File: config.mk
export PLATFORM = sky130hd
export DESIGN_NAME = minibyte_alu_seq
export DESIGN_NICKNAME = d
export VERILOG_FILES = /design/src/rtl/minibyte_alu_seq.sv
export SDC_FILE = /design/constraint.sdc
export NUM_CORES = 1
export LEC_CHECK = 0
export ABC_AREA = 1
export CAP_MARGIN = 5
export CORE_MARGIN = 8
export CORE_UTILIZATION = 60
export DETAILED_ROUTE_END_ITERATION = 6
export HOLD_SLACK_MARGIN = 0.05
export MAX_ROUTING_LAYER = met4
export PLACE_DENSITY = 0.93
export SYNTH_ARGS = -nofsm -noshare
export SYNTH_HDL_FRONTEND = slang
export SYNTH_SLANG_ARGS = --single-unit
File: constraint.sdc
create_clock -name clk -period 3.9 [get_ports clk]
set_input_delay 1.17 -clock clk [delete_from_list [all_inputs] [get_ports clk]]
set_output_delay 1.17 -clock clk [all_outputs]
set_load 0.02 [all_outputs]
File: src/rtl/minibyte_alu_seq.sv
// rtl/minibyte_alu_seq.sv - registered MiniByte ALU with start/busy/done handshake and Z/N/C flags
// Optional multiplier datapath enabled by defining MINIBYTE_ALU_MUL_EN.
module minibyte_alu_seq #(
    parameter int WIDTH = 8
) (
    input  logic             clk,
    input  logic             rst_n,
    input  logic             start_in,
    input  logic [2:0]       op_in,
    input  logic [WIDTH-1:0] a_in,
    input  logic [WIDTH-1:0] b_in,
    output logic             busy_out,
    output logic             done_out,
    output logic [WIDTH-1:0] res_out,
    output logic             flag_z_out,
    output logic             flag_n_out,
    output logic             flag_c_out
);
    localparam int SHW = $clog2(WIDTH);
    localparam int CW  = SHW + 1;
`ifdef MINIBYTE_ALU_MUL_EN
    localparam int WW  = 2 * WIDTH;
`else
    localparam int WW  = WIDTH;
`endif

    localparam logic [2:0] OP_ADD = 3'd0;
    localparam logic [2:0] OP_SUB = 3'd1;
    localparam logic [2:0] OP_AND = 3'd2;
    localparam logic [2:0] OP_OR  = 3'd3;
    localparam logic [2:0] OP_XOR = 3'd4;
    localparam logic [2:0] OP_SHL = 3'd5;
    localparam logic [2:0] OP_SHR = 3'd6;
    localparam logic [2:0] OP_MUL = 3'd7;

    typedef enum logic {IDLE, EXEC} state_t;

    state_t        state;
    logic [2:0]    op_r;
    logic [WW-1:0] work;
    logic [CW-1:0] cnt;
`ifdef MINIBYTE_ALU_MUL_EN
    logic [WIDTH-1:0] a_r;
    logic [WIDTH:0]   mul_acc;
`endif

    logic [WIDTH:0]   sum_ext;
    logic [WIDTH:0]   diff_ext;
    logic [WIDTH-1:0] sc_res;
    logic             sc_c;
    logic             is_shift;
    logic [WW-1:0]    step_work;
    logic             step_c;

    // Single-cycle result, computed straight from the inputs on the accepting edge.
    always_comb begin
        sum_ext  = {1'b0, a_in} + {1'b0, b_in};
        diff_ext = {1'b0, a_in} + {1'b0, ~b_in} + {{WIDTH{1'b0}}, 1'b1};
        sc_res   = a_in;
        sc_c     = 1'b0;
        case (op_in)
            OP_ADD: begin sc_res = sum_ext[WIDTH-1:0];  sc_c = sum_ext[WIDTH];   end
            OP_SUB: begin sc_res = diff_ext[WIDTH-1:0]; sc_c = ~diff_ext[WIDTH]; end
            OP_AND: sc_res = a_in & b_in;
            OP_OR:  sc_res = a_in | b_in;
            OP_XOR: sc_res = a_in ^ b_in;
            default: ;
        endcase
        is_shift = ((op_in == OP_SHL) || (op_in == OP_SHR)) && (b_in[SHW-1:0] != '0);
    end

    // One iteration of the multi-cycle datapath; the multiply accumulates into the upper half.
    always_comb begin
        step_work = '0;
        step_c    = 1'b0;
`ifdef MINIBYTE_ALU_MUL_EN
        mul_acc   = '0;
`endif
        case (op_r)
            OP_SHL: begin
                step_work[WIDTH-1:0] = {work[WIDTH-2:0], 1'b0};
                step_c               = work[WIDTH-1];
            end
            OP_SHR: begin
                step_work[WIDTH-1:0] = {1'b0, work[WIDTH-1:1]};
                step_c               = work[0];
            end
`ifdef MINIBYTE_ALU_MUL_EN
            default: begin
                mul_acc   = {1'b0, work[WW-1:WIDTH]} + (work[0] ? {1'b0, a_r} : '0);
                step_work = {mul_acc, work[WIDTH-1:1]};
                step_c    = |step_work[WW-1:WIDTH];
            end
`else
            default: ;
`endif
        endcase
    end

    always_ff @(posedge clk or negedge rst_n) begin
        if (!rst_n) begin
            state      <= IDLE;
            op_r       <= '0;
            work       <= '0;
            cnt        <= '0;
`ifdef MINIBYTE_ALU_MUL_EN
            a_r        <= '0;
`endif
            busy_out   <= 1'b0;
            done_out   <= 1'b0;
            res_out    <= '0;
            flag_z_out <= 1'b0;
            flag_n_out <= 1'b0;
            flag_c_out <= 1'b0;
        end else begin
            done_out <= 1'b0;
            case (state)
                IDLE: begin
                    if (start_in) begin
                        op_r <= op_in;
                        if (is_shift) begin
                            work     <= WW'(a_in);
                            cnt      <= {1'b0, b_in[SHW-1:0]};
                            state    <= EXEC;
                            busy_out <= 1'b1;
                        end
`ifdef MINIBYTE_ALU_MUL_EN
                        else if (op_in == OP_MUL) begin
                            a_r      <= a_in;
                            work     <= WW'(b_in);
                            cnt      <= CW'(WIDTH);
                            state    <= EXEC;
                            busy_out <= 1'b1;
                        end
`endif
                        else begin
                            res_out    <= sc_res;
                            flag_z_out <= (sc_res == '0);
                            flag_n_out <= sc_res[WIDTH-1];
                            flag_c_out <= sc_c;
                            done_out   <= 1'b1;
                        end
                    end
                end
                EXEC: begin
                    work <= step_work;
                    cnt  <= cnt - 1'b1;
                    if (cnt == CW'(1)) begin
                        res_out    <= step_work[WIDTH-1:0];
                        flag_z_out <= (step_work[WIDTH-1:0] == '0);
                        flag_n_out <= step_work[WIDTH-1];
                        flag_c_out <= step_c;
                        done_out   <= 1'b1;
                        busy_out   <= 1'b0;
                        state      <= IDLE;
                    end
                end
                default: state <= IDLE;
            endcase
        end
    end
endmodule

After elaboration in Yosys (flattened, before gate mapping)
Cells that the tools add are included.
{"block": "totals", "word_cells": 81, "out_inout_bits": 13, "ff_bits": 29}
{"block": "classes", "add_sub_neg": 4, "eq_ne": 13, "muxes": 38, "reduce_logical": 10, "bitwise_logic": 6}
{"cell": "8-bit case mux with 2 select lines", "count": 3}
{"cell": "8-bit 2-to-1 mux", "count": 5}
{"cell": "8-bit case mux with 5 select lines", "count": 1}
{"cell": "8-bit by 8-bit adder with 9-bit output", "count": 2}
{"cell": "1-bit 2-to-1 mux", "count": 18}
{"cell": "8-bit logical NOT", "count": 2}
{"cell": "1-bit case mux with 2 select lines", "count": 8}
{"cell": "3-bit equality test, second input constant", "count": 5}
{"cell": "9-bit by 1-bit adder with 9-bit output, second input constant", "count": 1}
{"cell": "8-bit AND", "count": 1}
{"cell": "4-bit 2-to-1 mux", "count": 2}
{"cell": "8-bit inverter", "count": 1}
{"cell": "8-bit bitwise OR", "count": 1}
{"cell": "4-bit case mux with 2 select lines", "count": 1}
{"cell": "8-bit bitwise XOR", "count": 1}
{"cell": "3-bit by 2-bit equality test with 1-bit output, second input constant", "count": 2}
{"cell": "2-bit inequality test, second input constant", "count": 3}
{"cell": "3-bit AND reduction", "count": 2}
{"cell": "4-bit by 1-bit equality test with 1-bit output, second input constant", "count": 1}
{"cell": "2-bit AND reduction", "count": 2}
{"cell": "4-bit by 1-bit subtractor with 4-bit output, second input constant", "count": 1}
{"cell": "3-bit by 1-bit equality test with 1-bit output, second input constant", "count": 1}
{"cell": "3-bit logical NOT", "count": 1}
{"cell": "3-bit nonzero test", "count": 1}
{"cell": "other kinds (4)", "count": 5}

Logic depth before layout (Yosys ltp)
Gate-level depths: netlist of run 1.
{"block": "logic_depth", "ltp_word": 8, "mapped_depth": 15, "mapped_depth_nobuf": 15}

Least setup slack after synthesis of run 1
OpenSTA, ideal clock, no wires.
{"block": "synth_path", "path_type": "input-to-reg", "startpoint": "input port a_in[0]", "endpoint": "register flag_z_out", "setup_slack_ps": 1163, "cell_stages": 10, "required_ps": 3823, "t_arrival_ps": 2660, "setup_ps": 77, "n_path_buf": 0, "path_cell_list": "ha_1 fa_1 or2_2 nand3_1 nand4_1 nor3_1 nand2_1 nor2_1 nand2_1 a21oi_1"}
{"block": "synth_between", "elab_chain_len": 7, "elab_cells_between_ends": 11, "classes_between": "add/sub: 3; mux: 4; bitwise: 3; reduce/logical: 1"}
{"element": "from (decl)", "line_no": "10", "rtl": "input logic [WIDTH-1:0] a_in,"}
{"element": "8-bit by 8-bit adder with 9-bit output", "line_no": "58", "rtl": "diff_ext = {1'b0, a_in} + {1'b0, ~b_in} + {{WIDTH{1'b0}}, 1'b1};"}
{"element": "9-bit by 1-bit adder with 9-bit output", "line_no": "58"}
{"element": "8-bit case mux with 5 select lines *", "line_no": "61", "rtl": "case (op_in)"}
{"element": "8-bit logical NOT *", "line_no": "138", "rtl": "flag_z_out <= (sc_res == '0);"}
{"element": "1-bit 2-to-1 mux *", "line_no": "121", "rtl": "if (is_shift) begin"}
{"element": "1-bit 2-to-1 mux *", "line_no": "119", "rtl": "if (start_in) begin"}
{"element": "1-bit case mux with 2 select lines *", "line_no": "117", "rtl": "case (state)"}
{"element": "to (signal assigned)", "line_no": "138"}
{"element": "to (signal assigned)", "line_no": "150", "rtl": "flag_z_out <= (step_work[WIDTH-1:0] == '0);"}
{"element": "to (decl)", "line_no": "15", "rtl": "output logic flag_z_out,"}
Every way passes the cells marked *; elsewhere a longest branch is shown, timed or not. The select of a mux whose other input is x is not followed.
A chain may end at the register's enable or synchronous reset.

Final worst setup path of run 1
{"block": "layout_path", "startpoint": "input port b_in[0]", "endpoint": "register flag_z_out"}
{"block": "layout_between", "elab_chain_len": 8, "elab_cells_between_ends": 16, "classes_between": "add/sub: 3; eq/ne: 1; mux: 4; bitwise: 4; reduce/logical: 4"}
{"element": "from (decl)", "line_no": "11", "rtl": "input logic [WIDTH-1:0] b_in,"}
{"element": "8-bit inverter", "line_no": "58"}
{"element": "8-bit by 8-bit adder with 9-bit output", "line_no": "58"}
{"element": "9-bit by 1-bit adder with 9-bit output", "line_no": "58"}
{"element": "8-bit case mux with 5 select lines", "line_no": "61"}
{"element": "8-bit logical NOT", "line_no": "138"}
{"element": "1-bit 2-to-1 mux", "line_no": "121"}
{"element": "1-bit 2-to-1 mux", "line_no": "119"}
{"element": "1-bit case mux with 2 select lines", "line_no": "117"}
Several ways; a longest one is shown, not always the timed one. The select of a mux whose other input is x is not followed.

==> flow_summary.toml, run 1 <==
[sta]
fin_skew_ns = 0.00572
relSlewSlack = 0.583
tns_ns = 0
finalCriticalPeriod_ns = 3.34
setup_viol = 0
rsz0062_at_grt = "false"
holdWs_ns = 0.516
post-route-period-util = 0.855
finalHoldViolations = 0
slew_violations = 0
tightestPinTransition_ns = 0.623
max_freq_mhz = 300
worst_slack_ns = 0.565

[yosys]
ys_types = 32
synth_area_leaders = "dfrtp_1 27%, nand2_1 14%, ha_1 13%"
ys_ff_latch = 28
syn_area_per_cell_sq_um = 6.67
netlist_area_sq_um = 2590
netlist.area_leader.share = 0.271
synthFlopType = "dfrtp_1"
synthArstFlopShare = 1.00
synth_nets = 438
synth-edff-count = 0
synth_largest_area_cell = "dfrtp_1"
yosysWarnings = 0
yosys-top-cells-count = "95 x nand2_1, 59 x inv_1, 52 x nor2_1, 36 x nand3_1, 28 x dfrtp_1"
ys_seq_area_frac = 0.271
synth.most_common_cell = "nand2_1"
netlist_instances = 388

[floorplanning]
start_util = 0.607
die_h_um = 81.7
ios = 35
core_sq_um = 4260
die_w_um = 81.7
die-area_sq_um = 6670
fp-row-count = 24

[cts]
ctsHoldBuffers = 0
cts_made_buffers = 3
clk-insertion-delay-late_ns = 0.28
clock_path_buffers = 2
postCtsResizedCells = 0
root_buffer = "clkbuf_8"
clk_pin_slew_ns = 0.10
cts_tree = "built"
htreeDepth = 1
postCtsSetupBuffers = 0
clkSinkCount = 28

[placed_design]
gp_congestion = 1.05
portBuffers = 34
dpl.hpwl_um = 5670
dp_cells = 468
pre_cts_slack_ns = 0.309

[critical_path]
path_max_fanout = 5
critPathBufInv = 1
crit_chain = "clkdlybuf4s50_1 > ha_1 > fa_1 > or2_2 > nand3_1 > nand4_1 > nor3_1 > nand2_1 > nor2_1 > nand2_1 > a21oi_1"
cp_slowest_stage_delay_ns = 0.49
critPathArrivalTime_ns = 3.54
end_kind = "flop"
crit_type = "primary input to flop"
required_ns = 4.11
cp_common_cell = "nand2_1"
crit_family = "simple AND/OR/NAND/NOR gates"
start_kind = "primary input"
cp_slowest_cell = "clkdlybuf4s50_1"

[grt]
grt_pass1_wl_um = 12100
antenna_found_initial = 0
grt_overflow = 0
grt_pass1_vias = 2595
grt_util_all_layers = 0.233
grt_max_degree = 29

[job]
maxCapViolations = 0

[finish]
fin_nets = 471
antennaDiodeCount = 0
drive_gt1_frac = 0.0476
area_delta_synth_final_pct = 16.7
fin_cells = 472

[power]
p_total_w = 0.00142
peakVddDrop_uv = 206
cellPowerDensity_nw_per_um2 = 472
leakage_nw = 1.51

[route]
wl_um = 7310
ant_nets = 0
routedWlPerCell_um = 15.5
drc = 0
vias = 2742
viasPerCell = 5.81
drtPass1Iterations = 6
first_iter_violations = 278

[status]
outcome = "finished clean"

[hold_path]
holdCritPathClass = "flop to flop"
[per-layer routing]
layer	GRT usage	up-vias	wire length, um	share of wire
met1	0.285	1213	3040	0.42
li1	-	1322	-	-
met4	0.0860	0	173	0.024
met5	-	-	0	0
met2	0.391	177	3430	0.47
met3	0.0208	30	662	0.091
[cells by family (layout without fill, tap and decap cells)]
| logic type | after synthesis | after routing | share of synthesized area |
|---|---|---|---|
| AND/OR/NAND/NOR | 202 | 202 | 0.338 |
| buffers and inverters | 74 | 106 | 0.114 |
| AO/OA/AOI/OAI | 55 | 55 | 0.132 |
| adder cells (fa/ha/maj) | 28 | 28 | 0.141 |
| flip-flops | 28 | 28 | 0.271 |
| XOR/XNOR | 1 | 1 | 0.00338 |
[stage by stage]
stage	utilization	instance area, sq um
floorplan	-	2590
global placement	0.695	2970
detailed placement	0.695	2970
CTS	0.708	3020
global route	0.708	3020
finish	0.708	3020
[cell usage in the layout (no fill, tap or decap), drive strengths merged]
| cell | n |
|---|---|
| a21oi | 14 |
| a221oi | 1 |
| a31oi | 6 |
| a41oi | 1 |
| buf | 3 |
| clkbuf | 4 |
| clkdlybuf4s50 | 34 |
| dfrtp | 28 |
| fa | 2 |
| ha | 26 |
| inv | 65 |
| nand2 | 95 |
| nand3 | 36 |
| nand3b | 1 |
| nand4 | 7 |
| nor2 | 55 |
| nor3 | 5 |
| nor4 | 1 |
| o211ai | 2 |
| o21a | 1 |
| o21ai | 15 |
| o221ai | 6 |
| o22ai | 9 |
| or2 | 2 |
| xnor2 | 1 |
[path summary, 6_finish.rpt]
path	endpoint	from	cells after the start	slack, ns
worst max register to register	flag_z_out	state	8	1.86
max in group asynchronous	res_out[7]	rst_n	2	2.39
worst min-delay path	res_out[1]	res_out[1]	2	0.52
worst max-delay path	flag_z_out	b_in[0]	11	0.56
min in group asynchronous	cnt[3]	rst_n	2	1.25
worst min register to register	res_out[1]	res_out[1]	2	0.52
[sequential cells by signal, indices dropped and copies added, names as in the netlist, 3 cells and up]
signal,count
res_out,8
work,8
cnt,4
op_r,3
[worst reg2reg max path, cell delays in order, from the launching register on]
cell	delay [ns]
dfrtp_1	0.60
inv_1	0.44
nand2_1	0.09
nand3b_1	0.20
nor3_1	0.29
nand2_1	0.09
nor2_1	0.09
nand2_1	0.06
a21oi_1	0.12
[power breakdown]
group | total, W | internal (W) | switching [W] | leakage (nW)
clock network | 0.000183 | 0.0000907 | 0.0000925 | 0.0288
registers | 0.000495 | 0.000406 | 0.0000883 | 0.347
logic | 0.000746 | 0.000298 | 0.000449 | 1.13
total | 0.00142 | 0.000795 | 0.000630 | 1.51
[layout make-up]
class / instances / area, sq um
Multi-Input combinational cell: 286 / 1590
Fill cell: 377 / 1240
Sequential cell: 28 / 701
Inverter: 65 / 244
Timing Repair Buffer: 37 / 363
Tap cell: 52 / 65.1
Clock buffer: 4 / 55.1
(Power assumes the default switching activity.)
==> run 2: changes to the inputs <==
--- a/config.mk
+++ b/config.mk
@@ -10,6 +10,7 @@
 export CORE_MARGIN = 8
 export CORE_UTILIZATION = 60
 export DETAILED_ROUTE_END_ITERATION = 6
+export GPL_ROUTABILITY_DRIVEN = 1
 export HOLD_SLACK_MARGIN = 0.05
 export MAX_ROUTING_LAYER = met4
 export PLACE_DENSITY = 0.93
==> results of run 2 <==
The final DEF is identical to that of run 1; final timing and power are the same.
==> run 3: changes to the inputs <==
--- a/config.mk
+++ b/config.mk
@@ -6,12 +6,12 @@
 export NUM_CORES = 1
 export LEC_CHECK = 0
 export ABC_AREA = 1
+export ABC_CLOCK_PERIOD_IN_PS = 3900
 export CAP_MARGIN = 5
 export CORE_MARGIN = 8
 export CORE_UTILIZATION = 60
 export DETAILED_ROUTE_END_ITERATION = 6
 export GPL_ROUTABILITY_DRIVEN = 1
-export HOLD_SLACK_MARGIN = 0.05
 export MAX_ROUTING_LAYER = met4
 export PLACE_DENSITY = 0.93
 export SYNTH_ARGS = -nofsm -noshare
==> results of run 3 <==
The final DEF is identical to that of run 1; final timing and power are the same.
